===== src/rtl/prog_timer_if.sv =====
// Bus bundle between the timer and its controller.
// The prescale field exists only when TIMER_PRESCALE_EN is defined.
interface prog_timer_if #(
  parameter int WIDTH      = 16,
  parameter int PRESCALE_W = 8
);
  logic             start;
  logic             stop;
  logic             periodic;
  logic [WIDTH-1:0] load_value;
`ifdef TIMER_PRESCALE_EN
  logic [PRESCALE_W-1:0] prescale;
`endif
  logic [WIDTH-1:0] count;
  logic             busy;
  logic             done;

  // Controller side: issues commands, observes timer status.
  modport master (
    output start, stop, periodic, load_value,
`ifdef TIMER_PRESCALE_EN
    output prescale,
`endif
    input  count, busy, done
  );

  // Timer side: consumes commands, reports status.
  modport slave (
    input  start, stop, periodic, load_value,
`ifdef TIMER_PRESCALE_EN
    input  prescale,
`endif
    output count, busy, done
  );
endinterface


===== src/rtl/prog_timer.sv =====
// Programmable down-counting timer with one-shot / periodic auto-reload,
// stop/abort and restart-on-start. done pulses for one cycle on each expiry.
// Optional clock prescaler enabled by defining TIMER_PRESCALE_EN; without it
// the timer ticks every clock.
module prog_timer #(
  parameter int WIDTH      = 16,
  parameter int PRESCALE_W = 8
) (
  input  logic         clk,
  input  logic         rst,
  prog_timer_if.slave  bus
);

  typedef enum logic {IDLE, RUN} state_t;

  state_t           state_q, state_d;
  logic [WIDTH-1:0] count_q, count_d;
  logic [WIDTH-1:0] reload_q, reload_d;
  logic             mode_q, mode_d;
  logic             done_q, done_d;
  logic             tick;

`ifdef TIMER_PRESCALE_EN
  logic [PRESCALE_W-1:0] pcnt_q, pcnt_d;
  logic [PRESCALE_W-1:0] psc_q, psc_d;

  // Tick on the last clock of each prescale window.
  assign tick = (pcnt_q == psc_q);
`else
  assign tick = 1'b1;
`endif

  // Next-state and datapath: priority stop > start > tick/expiry.
  // NOTE: every signal written here gets a default first so no path leaves
  // it unassigned; an unassigned path would infer a latch.
  always_comb begin
    state_d  = state_q;
    count_d  = count_q;
    reload_d = reload_q;
    mode_d   = mode_q;
    done_d   = 1'b0;
`ifdef TIMER_PRESCALE_EN
    pcnt_d   = pcnt_q;
    psc_d    = psc_q;
`endif
    case (state_q)
      IDLE: begin
        // stop outranks start even here; alone it changes nothing in IDLE.
        if (bus.start && !bus.stop) begin
          state_d  = RUN;
          count_d  = bus.load_value;
          reload_d = bus.load_value;
          mode_d   = bus.periodic;
`ifdef TIMER_PRESCALE_EN
          pcnt_d   = '0;
          psc_d    = bus.prescale;
`endif
        end
      end
      RUN: begin
        if (bus.stop) begin
          state_d = IDLE;
          count_d = '0;
`ifdef TIMER_PRESCALE_EN
          pcnt_d  = '0;
`endif
        end else if (bus.start) begin
          // Restart swallows any expiry due this cycle.
          count_d  = bus.load_value;
          reload_d = bus.load_value;
          mode_d   = bus.periodic;
`ifdef TIMER_PRESCALE_EN
          pcnt_d   = '0;
          psc_d    = bus.prescale;
`endif
        end else if (tick) begin
`ifdef TIMER_PRESCALE_EN
          pcnt_d = '0;
`endif
          if (count_q != '0) begin
            count_d = count_q - 1'b1;
          end else begin
            done_d = 1'b1;
            if (mode_q) begin
              count_d = reload_q;
            end else begin
              state_d = IDLE;
            end
          end
        end else begin
`ifdef TIMER_PRESCALE_EN
          pcnt_d = pcnt_q + 1'b1;
`endif
        end
      end
      default: state_d = IDLE;
    endcase
  end

  // State and datapath registers with synchronous reset.
  // NOTE: sequential state uses non-blocking assignments so every register
  // samples the pre-edge values, independent of statement order.
  always_ff @(posedge clk) begin
    if (rst) begin
      state_q  <= IDLE;
      count_q  <= '0;
      reload_q <= '0;
      mode_q   <= 1'b0;
      done_q   <= 1'b0;
`ifdef TIMER_PRESCALE_EN
      pcnt_q   <= '0;
      psc_q    <= '0;
`endif
    end else begin
      state_q  <= state_d;
      count_q  <= count_d;
      reload_q <= reload_d;
      mode_q   <= mode_d;
      done_q   <= done_d;
`ifdef TIMER_PRESCALE_EN
      pcnt_q   <= pcnt_d;
      psc_q    <= psc_d;
`endif
    end
  end

  assign bus.count = count_q;
  assign bus.busy  = (state_q == RUN);
  assign bus.done  = done_q;

endmodule


===== src/flat_wrapper.sv =====
// flat-port wrapper written by rule: the top's interface ports become plain ports
module prog_timer_flat 
#(
  parameter int WIDTH      = 16,
  parameter int PRESCALE_W = 8
)
  (clk, rst, bus_start, bus_stop, bus_periodic, bus_load_value, bus_count, bus_busy, bus_done);
  prog_timer_if #(.WIDTH(WIDTH), .PRESCALE_W(PRESCALE_W)) bus_i ();
  input  logic clk;
  input  logic rst;
  input wire logic [$bits(bus_i.start)-1:0] bus_start;
  input wire logic [$bits(bus_i.stop)-1:0] bus_stop;
  input wire logic [$bits(bus_i.periodic)-1:0] bus_periodic;
  input wire logic [$bits(bus_i.load_value)-1:0] bus_load_value;
  output wire logic [$bits(bus_i.count)-1:0] bus_count;
  output wire logic [$bits(bus_i.busy)-1:0] bus_busy;
  output wire logic [$bits(bus_i.done)-1:0] bus_done;
  assign bus_i.start = bus_start;
  assign bus_i.stop = bus_stop;
  assign bus_i.periodic = bus_periodic;
  assign bus_i.load_value = bus_load_value;
  assign bus_count = bus_i.count;
  assign bus_busy = bus_i.busy;
  assign bus_done = bus_i.done;
  prog_timer #(.WIDTH(WIDTH), .PRESCALE_W(PRESCALE_W)) u_core (.clk(clk), .rst(rst), .bus(bus_i));
endmodule

===== config.mk =====
export PLATFORM = sky130hd
export DESIGN_NAME = prog_timer_flat
export DESIGN_NICKNAME = d
export VERILOG_FILES = /design/src/rtl/prog_timer_if.sv /design/src/rtl/prog_timer.sv /design/src/flat_wrapper.sv
export SDC_FILE = /design/constraint.sdc
export NUM_CORES = 1
export LEC_CHECK = 0
export ABC_CLOCK_PERIOD_IN_PS = 2700
export CAP_MARGIN = 10
export CORE_MARGIN = 5
export CORE_UTILIZATION = 53
export CTS_BUF_LIST = sky130_fd_sc_hd__clkbuf_8
export CTS_CLUSTER_SIZE = 25
export DETAILED_ROUTE_END_ITERATION = 8
export PLACE_DENSITY = 0.82
export SLEW_MARGIN = 20
export SYNTH_ARGS = -nofsm -noshare
export SYNTH_HDL_FRONTEND = slang
export SYNTH_SLANG_ARGS = --single-unit

===== constraint.sdc =====
create_clock -name clk -period 2.7 [get_ports clk]
set_clock_uncertainty 0.05 [all_clocks]
set_input_delay 0.54 -clock clk [delete_from_list [all_inputs] [get_ports clk]]
set_output_delay 0.54 -clock clk [all_outputs]
set_load 0.01 [all_outputs]

==> impl_metrics.csv <==
group,metric,value,unit
status,outcome,"finished, final reports clean",
clocking,clock-sinks,35,
placement,place_ws,0.2985,ns
synth,synth_fp_nets,259,
final_layout,fillers,292,
sta,min_period_over_period,0.8509,
synth,synth_area_leader_cell,"dfxtp_1",
sta,tightest_slew,0.7089,ns
routing,vias_per_cell,5.871,
clocking,clockRootBuffer,"clkbuf_8",
power_and_ir_drop,ir_worst_vdd,0.2913,mV
sta,fmax,0.4353,GHz
final_layout,drive_gt1_frac,0.1039,
floorplanning,die_area,4812,µm²
final_layout,syn_to_final_growth,29.34,%
global_routing,antenna_found_initial,0,
clocking,clk_latency,0.31,ns
global_routing,grtUsageTotal,0.2123,
power_and_ir_drop,powerDensity,556.7,nW/µm²
floorplanning,initial_core_util,0.5554,
power_and_ir_drop,power.switching,442.6,µW
worst_setup_path,cp_data_required_time,2.89,ns
min_path,hold_path_class,"register to register",
sta,setup_slack,0.4025,ns
clocking,cts_tree,"done",
routing,antenna_left,0,
run,maxCapViolCount,0,
power_and_ir_drop,clkPwrFrac,0.300,
sta,setup_viol,0,
worst_setup_path,worst_setup_path_end_kind,"register",
global_routing,grt_overflow,0,
routing,drcViolationCount,0,
worst_setup_path,path_max_fanout,10,
worst_setup_path,slowest_delay,0.48,ns
final_layout,fin_nets,301,
sta,fin_crit,2.298,ns
routing,wl_per_cell,15.16,µm
power_and_ir_drop,swShare,0.3291,
clocking,post_cts_resized,0,
global_routing,grt_max_degree,18,
floorplanning,die_h,69.37,µm
sta,relSlewSlack,0.5274,
worst_setup_path,arrival,2.49,ns
clocking,cts_made_buffers,5,
sta,rsz0062_at_grt,"false",
sta,whs,0.4060,ns
synth,syn_area,1868,µm²
synth,synth_top_area_frac,0.3751,
synth,synth_warnings,0,
routing,vias,1908,
worst_setup_path,start_kind,"register",
worst_setup_path,path_class,"register to register",
clocking,cts_setup_buffers,0,
power_and_ir_drop,power_frac_seq,0.433,
clocking,hold_buffers,0,
clocking,htreeDepth,2,
synth,synth_cells,236,
floorplanning,core,3363,µm²
clocking,clock_path_buffers,2,
synth,synth_cell_types,46,
routing,first_iter_violations,156,
routing,routed_wl,4927,µm
placement,portBuffers,38,
floorplanning,die_w,69.37,µm
final_layout,num_antenna_cells,0,
synth,synth_area_per_cell,7.915,µm²
global_routing,grt_pass1_vias,1823,
worst_setup_path,path_cells,"inv_1, ha_1, nor3b_1, and4_1, buf_4, nand4_1, and3_1, o22ai_1",
synth,synth-seq-cells,35,
sta,setup_tns,0,ns
power_and_ir_drop,p_leak,0.8887,nW
worst_setup_path,slowest_stage,"and4_1",
synth,yosys-top-cells-area,"dfxtp_1 (38%), nand2_1 (9.4%), a21oi_1 (8.0%)",
sta,hold_viol,0,
clocking,clk_pin_slew,0.09,ns
floorplanning,ioPinCount,39,
sta,maxSlewViolCount,0,
power_and_ir_drop,power.internal,902.4,µW
placement,hpwlAfterDp,3534,µm
placement,gp_congestion,0.9054,
floorplanning,floorplan.rows,21,
power_and_ir_drop,pwr-share-comb,0.267,
synth,synth.yosys.seq_area_share,0.3751,
routing,dr.pass1.iters,4,
global_routing,grt_pass1_wl,8438,µm
-- cells by family after synthesis --
| logic type | Yosys count | share of synthesized area |
|---|---|---|
| AO/OA/AOI/OAI | 70 | 0.2364 |
| XOR/XNOR | 9 | 0.04219 |
| adder cells (fa/ha/maj) | 2 | 0.01339 |
| buffers and inverters | 21 | 0.05224 |
| flip-flops | 35 | 0.3751 |
| AND/OR/NAND/NOR | 99 | 0.2806 |
-- synth_stat cells, drive strengths merged --
| master | instances |
|---|---|
| a211oi | 1 |
| a21o | 1 |
| a21oi | 31 |
| a22o | 6 |
| a31o | 2 |
| a31oi | 2 |
| a32o | 1 |
| a32oi | 4 |
| and3 | 3 |
| and4 | 1 |
| buf | 7 |
| clkbuf | 8 |
| dfxtp | 35 |
| ha | 2 |
| inv | 6 |
| nand2 | 47 |
| nand2b | 1 |
| nand3 | 13 |
| nand3b | 1 |
| nand4 | 5 |
| nand4b | 1 |
| nor2 | 9 |
| nor2b | 1 |
| nor3 | 4 |
| nor3b | 3 |
| nor4 | 5 |
| o2111ai | 1 |
| o211ai | 6 |
| o21ai | 10 |
| o22ai | 3 |
| o31a | 1 |
| o41ai | 1 |
| or3 | 1 |
| or3b | 1 |
| or4 | 2 |
| or4b | 1 |
| xnor2 | 5 |
| xor2 | 4 |
-- stage by stage --
stage	instance area (µm²)	cells	power, mW	utilization
final	2416	325	1.345	0.7184
after detailed placement	2323	317	0.9493	0.6908
after global placement	2323	317	0.9439	0.6908
after floorplan	1868	236	0.8173	-
after CTS	2416	325	1.343	0.7184
after global routing	2416	325	1.410	0.7184
-- sequential cells by signal, summed over array words and instances (netlist names) --
register,cells
u_core.bus.busy,1
u_core.bus.done,1
u_core.bus.count,16
u_core.mode_q,1
u_core.reload_q,16
-- cell type report --
type,count,area (µm²),share of cell area
well taps,46,57.56,0.02382
clock buffers,5,68.82,0.02848
repair buffers,50,470.5,0.1947
multi-input cells,180,1072,0.4438
inverters,6,22.52,0.009322
clock inverters,3,23.77,0.009839
flip-flops and latches,35,700.7,0.2900
-- power by group through the flow --
stage | logic [mW] | clock network [mW] | registers (mW)
after global placement | 0.350 | 0 | 0.594
after detailed placement | 0.355 | 0 | 0.594
after CTS | 0.359 | 0.402 | 0.582
after floorplan | 0.228 | 0 | 0.590
after global routing | 0.397 | 0.426 | 0.587
final | 0.359 | 0.404 | 0.583
-- worst max-delay path: cells and delay by family, from the launching register on --
family | cells | cell delay (ns)
and+or+nand+nor | 4 | 1.13
adders and majority gates | 1 | 0.16
DFF | 1 | 0.37
AOI/OAI and AO/OA | 1 | 0.15
buffers and inverters | 2 | 0.37
-- per-layer routing --
metal / vias up / part of all wire / GRT usage
met4: 0 / 0.016 / 0.07158
li1: 940 / - / -
met5: - / 0 / 0
met1: 891 / 0.44 / 0.2709
met2: 68 / 0.46 / 0.3369
met3: 9 / 0.090 / 0.06812
-- worst paths after layout --
path              slack (ns)                 from  depth (start not counted)                   end
setup reg to reg        0.40  u_core.bus.count[0]                          8  u_core.bus.count[15]
hold / removal          0.41   u_core.reload_q[2]                          2    u_core.reload_q[2]
setup / recovery        0.40  u_core.bus.count[0]                          8  u_core.bus.count[15]
hold reg to reg         0.41   u_core.reload_q[2]                          2    u_core.reload_q[2]
-- cells in the final DEF (no fill, tap or decap), types with 3 or more instances in the layout --
cell and n:
nand2_1 47, clkdlybuf4s50_1 38, dfxtp_1 35, a21oi_1 30
nand3_1 13, buf_4 12, o21ai_0 10, nor2_1 9
inv_1 6, o211ai_1 6, a22o_1 6, xnor2_1 5
clkbuf_8 5, nor3_1 4, nand4_1 4, a32oi_1 4
xor2_1 4, and3_1 3, o22ai_1 3
(Power assumes the default switching activity.)
